--- config.mk ---
export PLATFORM = sky130hd
export DESIGN_NAME = fir_coeff_sequencer
export DESIGN_NICKNAME = d
export VERILOG_FILES = /design/src/rtl/fir_pkg.sv /design/src/rtl/fir_bank_mux.sv /design/src/rtl/fir_coeff_sequencer.sv
export SDC_FILE = /design/constraint.sdc
export NUM_CORES = 1
export LEC_CHECK = 0
export CAP_MARGIN = 20
export CORE_MARGIN = 2
export CORE_UTILIZATION = 47
export CTS_BUF_LIST = sky130_fd_sc_hd__clkbuf_2 sky130_fd_sc_hd__clkbuf_4 sky130_fd_sc_hd__clkbuf_8
export DETAILED_ROUTE_END_ITERATION = 10
export DONT_BUFFER_PORTS = 1
export SKIP_LAST_GASP = 1
export SLEW_MARGIN = 40
export SYNTH_ARGS = -nofsm -noshare
export SYNTH_HDL_FRONTEND = slang
export SYNTH_SLANG_ARGS = --single-unit
--- constraint.sdc ---
create_clock -name iClk_12M -period 4.87 [get_ports iClk_12M]
set_input_delay 1.2175 -clock iClk_12M [delete_from_list [all_inputs] [get_ports iClk_12M]]
set_output_delay 1.2175 -clock iClk_12M [all_outputs]
set_load 0.02 [all_outputs]
--- src/rtl/fir_pkg.sv ---
// Shared constants, state encoding and coefficient-index-to-bank mapping for the
// FIR coefficient sequencer.
package fir_pkg;

    localparam int unsigned DW         = 16;
    localparam int unsigned AW         = 4;
    localparam int unsigned BANK_DEPTH = 10;
    localparam int unsigned MAX_COEFF  = 33;
    localparam int unsigned IW         = 6;
    localparam int unsigned NUM_BANK   = 4;

    localparam logic [IW-1:0] N_MAX    = IW'(MAX_COEFF);
    localparam logic [IW-1:0] LAST_IDX = IW'(MAX_COEFF - 1);

    typedef enum logic [1:0] {
        IDLE  = 2'd0,
        WRITE = 2'd1,
        LOAD  = 2'd2,
        RUN   = 2'd3
    } state_e;

    typedef struct packed {
        logic [1:0]    bank;
        logic [AW-1:0] addr;
    } bank_addr_t;

    function automatic logic [1:0] idx_to_bank(input logic [IW-1:0] idx);
        logic [1:0] bank;
        if (idx >= IW'(3 * BANK_DEPTH)) begin
            bank = 2'd3;
        end else if (idx >= IW'(2 * BANK_DEPTH)) begin
            bank = 2'd2;
        end else if (idx >= IW'(BANK_DEPTH)) begin
            bank = 2'd1;
        end else begin
            bank = 2'd0;
        end
        return bank;
    endfunction

    function automatic bank_addr_t idx_to_bank_addr(input logic [IW-1:0] idx);
        bank_addr_t    ba;
        logic [IW-1:0] base;
        logic [IW-1:0] rem;
        ba.bank = idx_to_bank(idx);
        base    = IW'(ba.bank) * IW'(BANK_DEPTH);
        rem     = idx - base;
        ba.addr = rem[AW-1:0];
        return ba;
    endfunction

endpackage

--- src/rtl/fir_bank_mux.sv ---
// Registered per-bank chip-select / write-strobe / address steering for one
// coefficient SRAM access per cycle, shared by host writes and readback.
module fir_bank_mux
    import fir_pkg::*;
(
    input  logic                   clk,
    input  logic                   rst_n,
    input  logic                   valid,
    input  logic                   wr,
    input  logic [IW-1:0]          idx,
    input  logic [DW-1:0]          data,
    output logic [NUM_BANK-1:0]    csn,
    output logic [NUM_BANK-1:0]    wrn,
    output logic [NUM_BANK*AW-1:0] addr,
    output logic [DW-1:0]          wdata
);

    bank_addr_t             ba;
    logic [NUM_BANK-1:0]    csn_d;
    logic [NUM_BANK-1:0]    wrn_d;
    logic [NUM_BANK*AW-1:0] addr_d;
    logic [DW-1:0]          wdata_d;

    assign ba = idx_to_bank_addr(idx);

    always_comb begin
        csn_d   = '1;
        wrn_d   = '1;
        addr_d  = '0;
        wdata_d = wdata;
        if (valid) begin
            csn_d[ba.bank]              = 1'b0;
            wrn_d[ba.bank]              = ~wr;
            addr_d[ba.bank*AW +: AW]    = ba.addr;
            if (wr) begin
                wdata_d = data;
            end
        end
    end

    always_ff @(posedge clk or negedge rst_n) begin
        if (!rst_n) begin
            csn   <= '1;
            wrn   <= '1;
            addr  <= '0;
            wdata <= '0;
        end else begin
            csn   <= csn_d;
            wrn   <= wrn_d;
            addr  <= addr_d;
            wdata <= wdata_d;
        end
    end

endmodule

--- src/rtl/fir_coeff_sequencer.sv ---
// Coefficient sequencer: steers host writes into the coefficient banks, then replays
// every tap into the coefficient registers in a fixed-length load before filtering.
module fir_coeff_sequencer
    import fir_pkg::*;
(
    input  logic                   iClk_12M,
    input  logic                   iRsn,
    input  logic                   iCoeffiUpdateFlag,
    input  logic                   iCsnRam,
    input  logic                   iWrnRam,
    input  logic [IW-1:0]          iAddrRam,
    input  logic [DW-1:0]          iWrDtRam,
    input  logic [IW-1:0]          iNumOfCoeff,
    input  logic [NUM_BANK*DW-1:0] iRdDtRam,
    output logic [NUM_BANK-1:0]    oCsnRam,
    output logic [NUM_BANK-1:0]    oWrnRam,
    output logic [NUM_BANK*AW-1:0] oAddrRam,
    output logic [DW-1:0]          oWrDtRam,
    output logic                   oCoeffWe,
    output logic [IW-1:0]          oCoeffIdx,
    output logic [DW-1:0]          oCoeffData,
    output logic [NUM_BANK-1:0]    oEnAcc,
    output logic                   oEnDelay,
    output logic                   oBusy
);

    logic                flag;
    state_e              state_q, state_d;
    logic [IW-1:0]       k_q, k_d;
    logic [IW-1:0]       nl_q, nl_d;
    logic                loaded_q, loaded_d;

    logic                req_valid;
    logic                req_wr;
    logic [IW-1:0]       req_idx;

    logic [1:0]          rd_bank;
    logic [DW-1:0]       rd_word;

    logic                coeff_we_q, coeff_we_d;
    logic [IW-1:0]       coeff_idx_q, coeff_idx_d;
    logic [DW-1:0]       coeff_data_q, coeff_data_d;
    logic [NUM_BANK-1:0] en_acc_q, en_acc_d;
    logic                en_delay_q, en_delay_d;
    logic                busy_q, busy_d;

    assign flag    = iCoeffiUpdateFlag;
    assign rd_bank = idx_to_bank(k_q);
    assign rd_word = iRdDtRam[rd_bank*DW +: DW];

    always_ff @(posedge iClk_12M or negedge iRsn) begin
        if (!iRsn) begin
            state_q  <= IDLE;
            k_q      <= '0;
            nl_q     <= '0;
            loaded_q <= 1'b0;
        end else begin
            state_q  <= state_d;
            k_q      <= k_d;
            nl_q     <= nl_d;
            loaded_q <= loaded_d;
        end
    end

    always_comb begin
        state_d  = state_q;
        k_d      = k_q;
        nl_d     = nl_q;
        loaded_d = loaded_q;
        unique case (state_q)
            IDLE: begin
                if (flag) begin
                    state_d = WRITE;
                end else if (loaded_q) begin
                    state_d = RUN;
                end
            end
            WRITE: begin
                if (!flag) begin
                    state_d = LOAD;
                    k_d     = '0;
                    nl_d    = (iNumOfCoeff > N_MAX) ? N_MAX : iNumOfCoeff;
                end
            end
            LOAD: begin
                // k_q == N_MAX is the trailing cycle that retires the write for the last tap
                if (flag) begin
                    state_d = WRITE;
                end else if (k_q == N_MAX) begin
                    state_d  = RUN;
                    loaded_d = 1'b1;
                end else begin
                    k_d = k_q + IW'(1);
                end
            end
            RUN: begin
                if (flag) begin
                    state_d = WRITE;
                end
            end
            default: state_d = IDLE;
        endcase
    end

    // Readback is issued from next-state values so bank data is present in LOAD cycle k.
    always_comb begin
        req_valid = 1'b0;
        req_wr    = 1'b0;
        req_idx   = iAddrRam;
        if (state_q == WRITE && flag && !iCsnRam && !iWrnRam && iAddrRam < N_MAX) begin
            req_valid = 1'b1;
            req_wr    = 1'b1;
        end else if (state_d == LOAD && k_d < nl_d) begin
            req_valid = 1'b1;
            req_idx   = k_d;
        end
    end

    always_comb begin
        coeff_we_d   = 1'b0;
        coeff_idx_d  = coeff_idx_q;
        coeff_data_d = coeff_data_q;
        if (state_q == LOAD && !flag && k_q <= LAST_IDX) begin
            coeff_we_d   = 1'b1;
            coeff_idx_d  = k_q;
            coeff_data_d = (k_q < nl_q) ? rd_word : '0;
        end
        busy_d     = (state_d == WRITE) || (state_d == LOAD);
        en_delay_d = (state_d == RUN);
        for (int unsigned b = 0; b < NUM_BANK; b++) begin
            en_acc_d[b] = (state_d == RUN) && (nl_q > IW'(BANK_DEPTH * b));
        end
    end

    always_ff @(posedge iClk_12M or negedge iRsn) begin
        if (!iRsn) begin
            coeff_we_q   <= 1'b0;
            coeff_idx_q  <= '0;
            coeff_data_q <= '0;
            en_acc_q     <= '0;
            en_delay_q   <= 1'b0;
            busy_q       <= 1'b0;
        end else begin
            coeff_we_q   <= coeff_we_d;
            coeff_idx_q  <= coeff_idx_d;
            coeff_data_q <= coeff_data_d;
            en_acc_q     <= en_acc_d;
            en_delay_q   <= en_delay_d;
            busy_q       <= busy_d;
        end
    end

    fir_bank_mux u_bank_mux (
        .clk   (iClk_12M),
        .rst_n (iRsn),
        .valid (req_valid),
        .wr    (req_wr),
        .idx   (req_idx),
        .data  (iWrDtRam),
        .csn   (oCsnRam),
        .wrn   (oWrnRam),
        .addr  (oAddrRam),
        .wdata (oWrDtRam)
    );

    assign oCoeffWe   = coeff_we_q;
    assign oCoeffIdx  = coeff_idx_q;
    assign oCoeffData = coeff_data_q;
    assign oEnAcc     = en_acc_q;
    assign oEnDelay   = en_delay_q;
    assign oBusy      = busy_q;

endmodule

==> results.txt <==
The flow ran to the end, and the final reports show no timing, DRC or antenna violations. Setup repair after global routing left no endpoint under its margin. The first routing iteration left between 150 and 200 violations. The per-instance average area after synthesis came out at 9.939 µm². In this run the number of H-tree levels came out at 3.

The net count after synthesis is 565. The CTS clock-pin slew for the worst setup and hold paths is about 0.10 ns. In this run, placement finished with an instance count of 548. In this run, synthesis inferred 0 flip-flops with an integrated enable. The post-DP HPWL is between 7 and 8 mm. For this configuration, the core starts out at a cell density of 0.4820. The minimum period implied by the final worst setup slack is 4.481 ns.

The synthesized cell area is 0.004433 mm². The number of port buffers came out at 0. Along the worst path, the maximum fanout reaches 10.

The die boundary height came out at about 100 µm. The leftover overflow at the end of global routing is 0. The number of sinks on the clock net is 84. From left edge to right edge, the die measures approximately 100 µm. The path class of the tightest hold or removal check is primary input to async pin. Leaving out fill and tap cells, the most frequent cells in the layout are 76 x sky130_fd_sc_hd__dfrtp_1, 46 x sky130_fd_sc_hd__nand2_1, 43 x sky130_fd_sc_hd__nor2_1.

Across the run, the number of max-cap violations was 0. Excluding fillers, the count of instances in the completed layout stands at approximately 560. The instance count of the mapped netlist came out at 446.

Yosys printed 0 warnings. For the final routed database, the setup TNS stands at 0 ns. For this block, the via count after detailed routing is 3301. The number of buffers created by CTS is 9. The highest metal layer used by the detailed router is met4. At the end of routability-driven placement, the weighted congestion stood at 0.9046. The kind of start point of the critical path is a flip-flop. The per-cell routed wire length came out at 19.07 µm. The required time of the worst setup path is slightly above 5 ns. The length of routed wiring on met1 came out at 4.647 mm.

The family with the most delay on the worst path is simple AND/OR/NAND/NOR gates. The leakage power total is 2.197 nW. The library cell used most frequently in the layout, excluding fill and tap cells, is sky130_fd_sc_hd__dfrtp_1. The element type at the critical path end is a flip-flop. The routed design has 10.75 mm of wire. roughly 170 I/O pins were placed. Once the clock tree was built, the setup fixing pass inserted 0 buffers.

The share of the Yosys chip area taken by registers is 0.4764. The fmax came out at about 0.22 GHz. The post-cts gate resize count is 0. The total number of nets in the final design is between 500 and 600. The region available for standard cell placement spans 0.009196 mm². The final count of pins violating max slew is 0.

The total of endpoints with negative setup slack in the final report came out at 0. The clock latency on the worst-skew pair came out at 0.36 ns. Synthesis instantiated 62 different standard cells from the library. After synthesis the netlist holds a flip-flop and latch count of 84. The top-area cell type share of the netlist area is 0.4290.

Clock skew on the completed layout was measured at between 0.01 and 0.015 ns. The power density over cell area is ~530 mW/mm². In the synthesized netlist the dominant register cell turns out to be sky130_fd_sc_hd__dfrtp_1. The final cycle utilization of the critical path is 0.9202.

The total of hold buffers inserted after clock tree synthesis came out at 0. The slowest stage of the critical path is the sky130_fd_sc_hd__or4_1 cell. The final number of hold-violating endpoints is 0. In this design, the critical path's most frequently occurring cell is sky130_fd_sc_hd__inv_1.

The synthesis-to-layout area growth is 7.931%. The cell chosen for the clock root is sky130_fd_sc_hd__clkbuf_8. For this run, the detailed router's first-pass iteration total came to 6.

At the pin with the least slew margin, the transition time is 0.7266 ns. The ratio of cells with drive above 1 in the final layout came out at 0.1567. The floorplan has 35 rows. The worst slew margin relative to its limit came out at 0.5138.

TritonCTS built the clock tree. The endpoint arrival time on the critical path came out at 4.72 ns. The met2 layer wire length in the routed design came out at 5.319 mm. The buffer depth of the longest clock path came out at 2.

The number of buffers and inverters on the critical path is 3. The via count of the first global-routing pass came out at 3082. In the post-synthesis netlist, the biggest area contributors are sky130_fd_sc_hd__dfrtp_1 43%, sky130_fd_sc_hd__ha_1 5.9%, sky130_fd_sc_hd__dfstp_2 4.7%. The proportion of register bits with asynchronous set or reset after synthesis came out at 1.000.

The post-route worst hold slack is 0.5308 ns. The critical path in this run is classified as flip-flop to flip-flop. The number of antenna violations at the first check in global routing was 0. The met3 routed wirelength is 675 µm. Traced cell by cell, the critical path runs through inv_1 > ha_2 > nand2_1 > or4_1 > nand3_1 > ha_1 > and4_1 > a21oi_1 > and3_1 > nand2_4 > mux2i_1 > ha_1 > inv_1 > fa_1 > inv_1 > nand2_1 > a22oi_1 > nor2_1 > xnor2_1 > nor2_1. The first-pass GRT wire length came out at 15.86 mm. The dominant cell type by area after synthesis is sky130_fd_sc_hd__dfrtp_1. The post-route total power came out at 2.527 mW. The count of nets left with antenna violations after detail routing came out at 0. The peak per-stage delay on the critical path is 0.51 ns. After detailed routing, the number of vias per cell comes to roughly 6. The final antenna diode count came out at 0. The worst-case vdd ir drop came out at 0.0002558 V. The remaining design rule violation count came out at 0. Entering global routing, the biggest net connects 85 pins. For this run, the total global-route usage over all layers was measured as 0.2034. The floorplan step defined a die boundary enclosing around 0.01 mm².
==> layout make-up <==
class,instances,area (µm²)
Timing Repair Buffer,11,82.58
Inverter,27,101.3
Fill cell,832,4412
Clock buffer,9,123.9
Sequential cell,84,2112
Tap cell,111,138.9
Multi-Input combinational cell,315,2156
Clock inverter,7,70.07
==> path summary, 6_finish.rpt <==
check / start / cells after the start / to / slack (ns)
min in group iClk_12M: loaded_q / 1 / loaded_q / 0.55
max in group asynchronous: iRsn / 0 / u_bank_mux.csn[2] / 4.13
setup / recovery: state_q[0] / 20 / u_bank_mux.addr[3] / 0.39
hold / removal: iRsn / 0 / u_bank_mux.wdata[8] / 0.53
hold reg to reg: loaded_q / 1 / loaded_q / 0.55
setup reg to reg: state_q[0] / 20 / u_bank_mux.addr[3] / 0.39
==> cells in the mapped netlist, drive strengths merged (2+ instances only) <==
cell type  instances
o31ai              2
o41ai              2
a32oi              2
nand4b             2
nor2b              5
nand2             50
a21oi             30
xor2               2
nand3              4
ha                21
mux2              17
o21a               8
buf                7
and3               4
nand2b             9
o21ai             36
nand4              2
o2111ai            4
nor3               4
a21o               3
clkbuf            13
or2                2
dfstp              8
a211oi            16
and2               2
inv               27
dfrtp             76
a21boi             3
nor2              43
mux2i             20
==> through the flow <==
stage	area (µm²)	setup slack, ns	utilization
floorplan	4433	0.2339	-
global placement	4568	0.1224	0.4967
detailed placement	4576	-0.006064	0.4976
CTS	4770	0.2791	0.5186
global route	4785	0.03436	0.5203
finish	4785	0.3888	0.5203
==> sequential cells by signal (all words and copies together), names as in the netlist, 2 cells and up <==
name / cells
nl_q: 6
oEnAcc: 4
u_bank_mux.wrn: 4
u_bank_mux.wdata: 16
u_bank_mux.csn: 4
oCoeffIdx: 6
oCoeffData: 16
u_bank_mux.addr: 16
k_q: 6
state_q: 2
==> power breakdown <==
group | switching (mW) | internal [mW] | total [mW]
clock network | 0.288 | 0.198 | 0.487
registers | 0.413 | 0.921 | 1.33
logic | 0.396 | 0.311 | 0.707
total | 1.10 | 1.43 | 2.53
==> kinds of logic after synthesis <==
logic type | after synthesis | synth area share
compound gates | 119 | 0.1806
xor+xnor | 3 | 0.005928
fa+ha+maj | 23 | 0.06605
buf+inv | 47 | 0.04319
flops | 84 | 0.4764
mux | 37 | 0.08834
simple gates | 133 | 0.1394
==> per-layer routing <==
| metal | GRT usage | vias to the layer above |
|---|---|---|
| met5 | 0 | - |
| met4 | 0.05094 | 0 |
| met3 | 0.05340 | 11 |
| met2 | 0.3561 | 129 |
| met1 | 0.2507 | 1598 |
| li1 | - | 1563 |
Note: power is estimated with default switching activity, not from simulation.
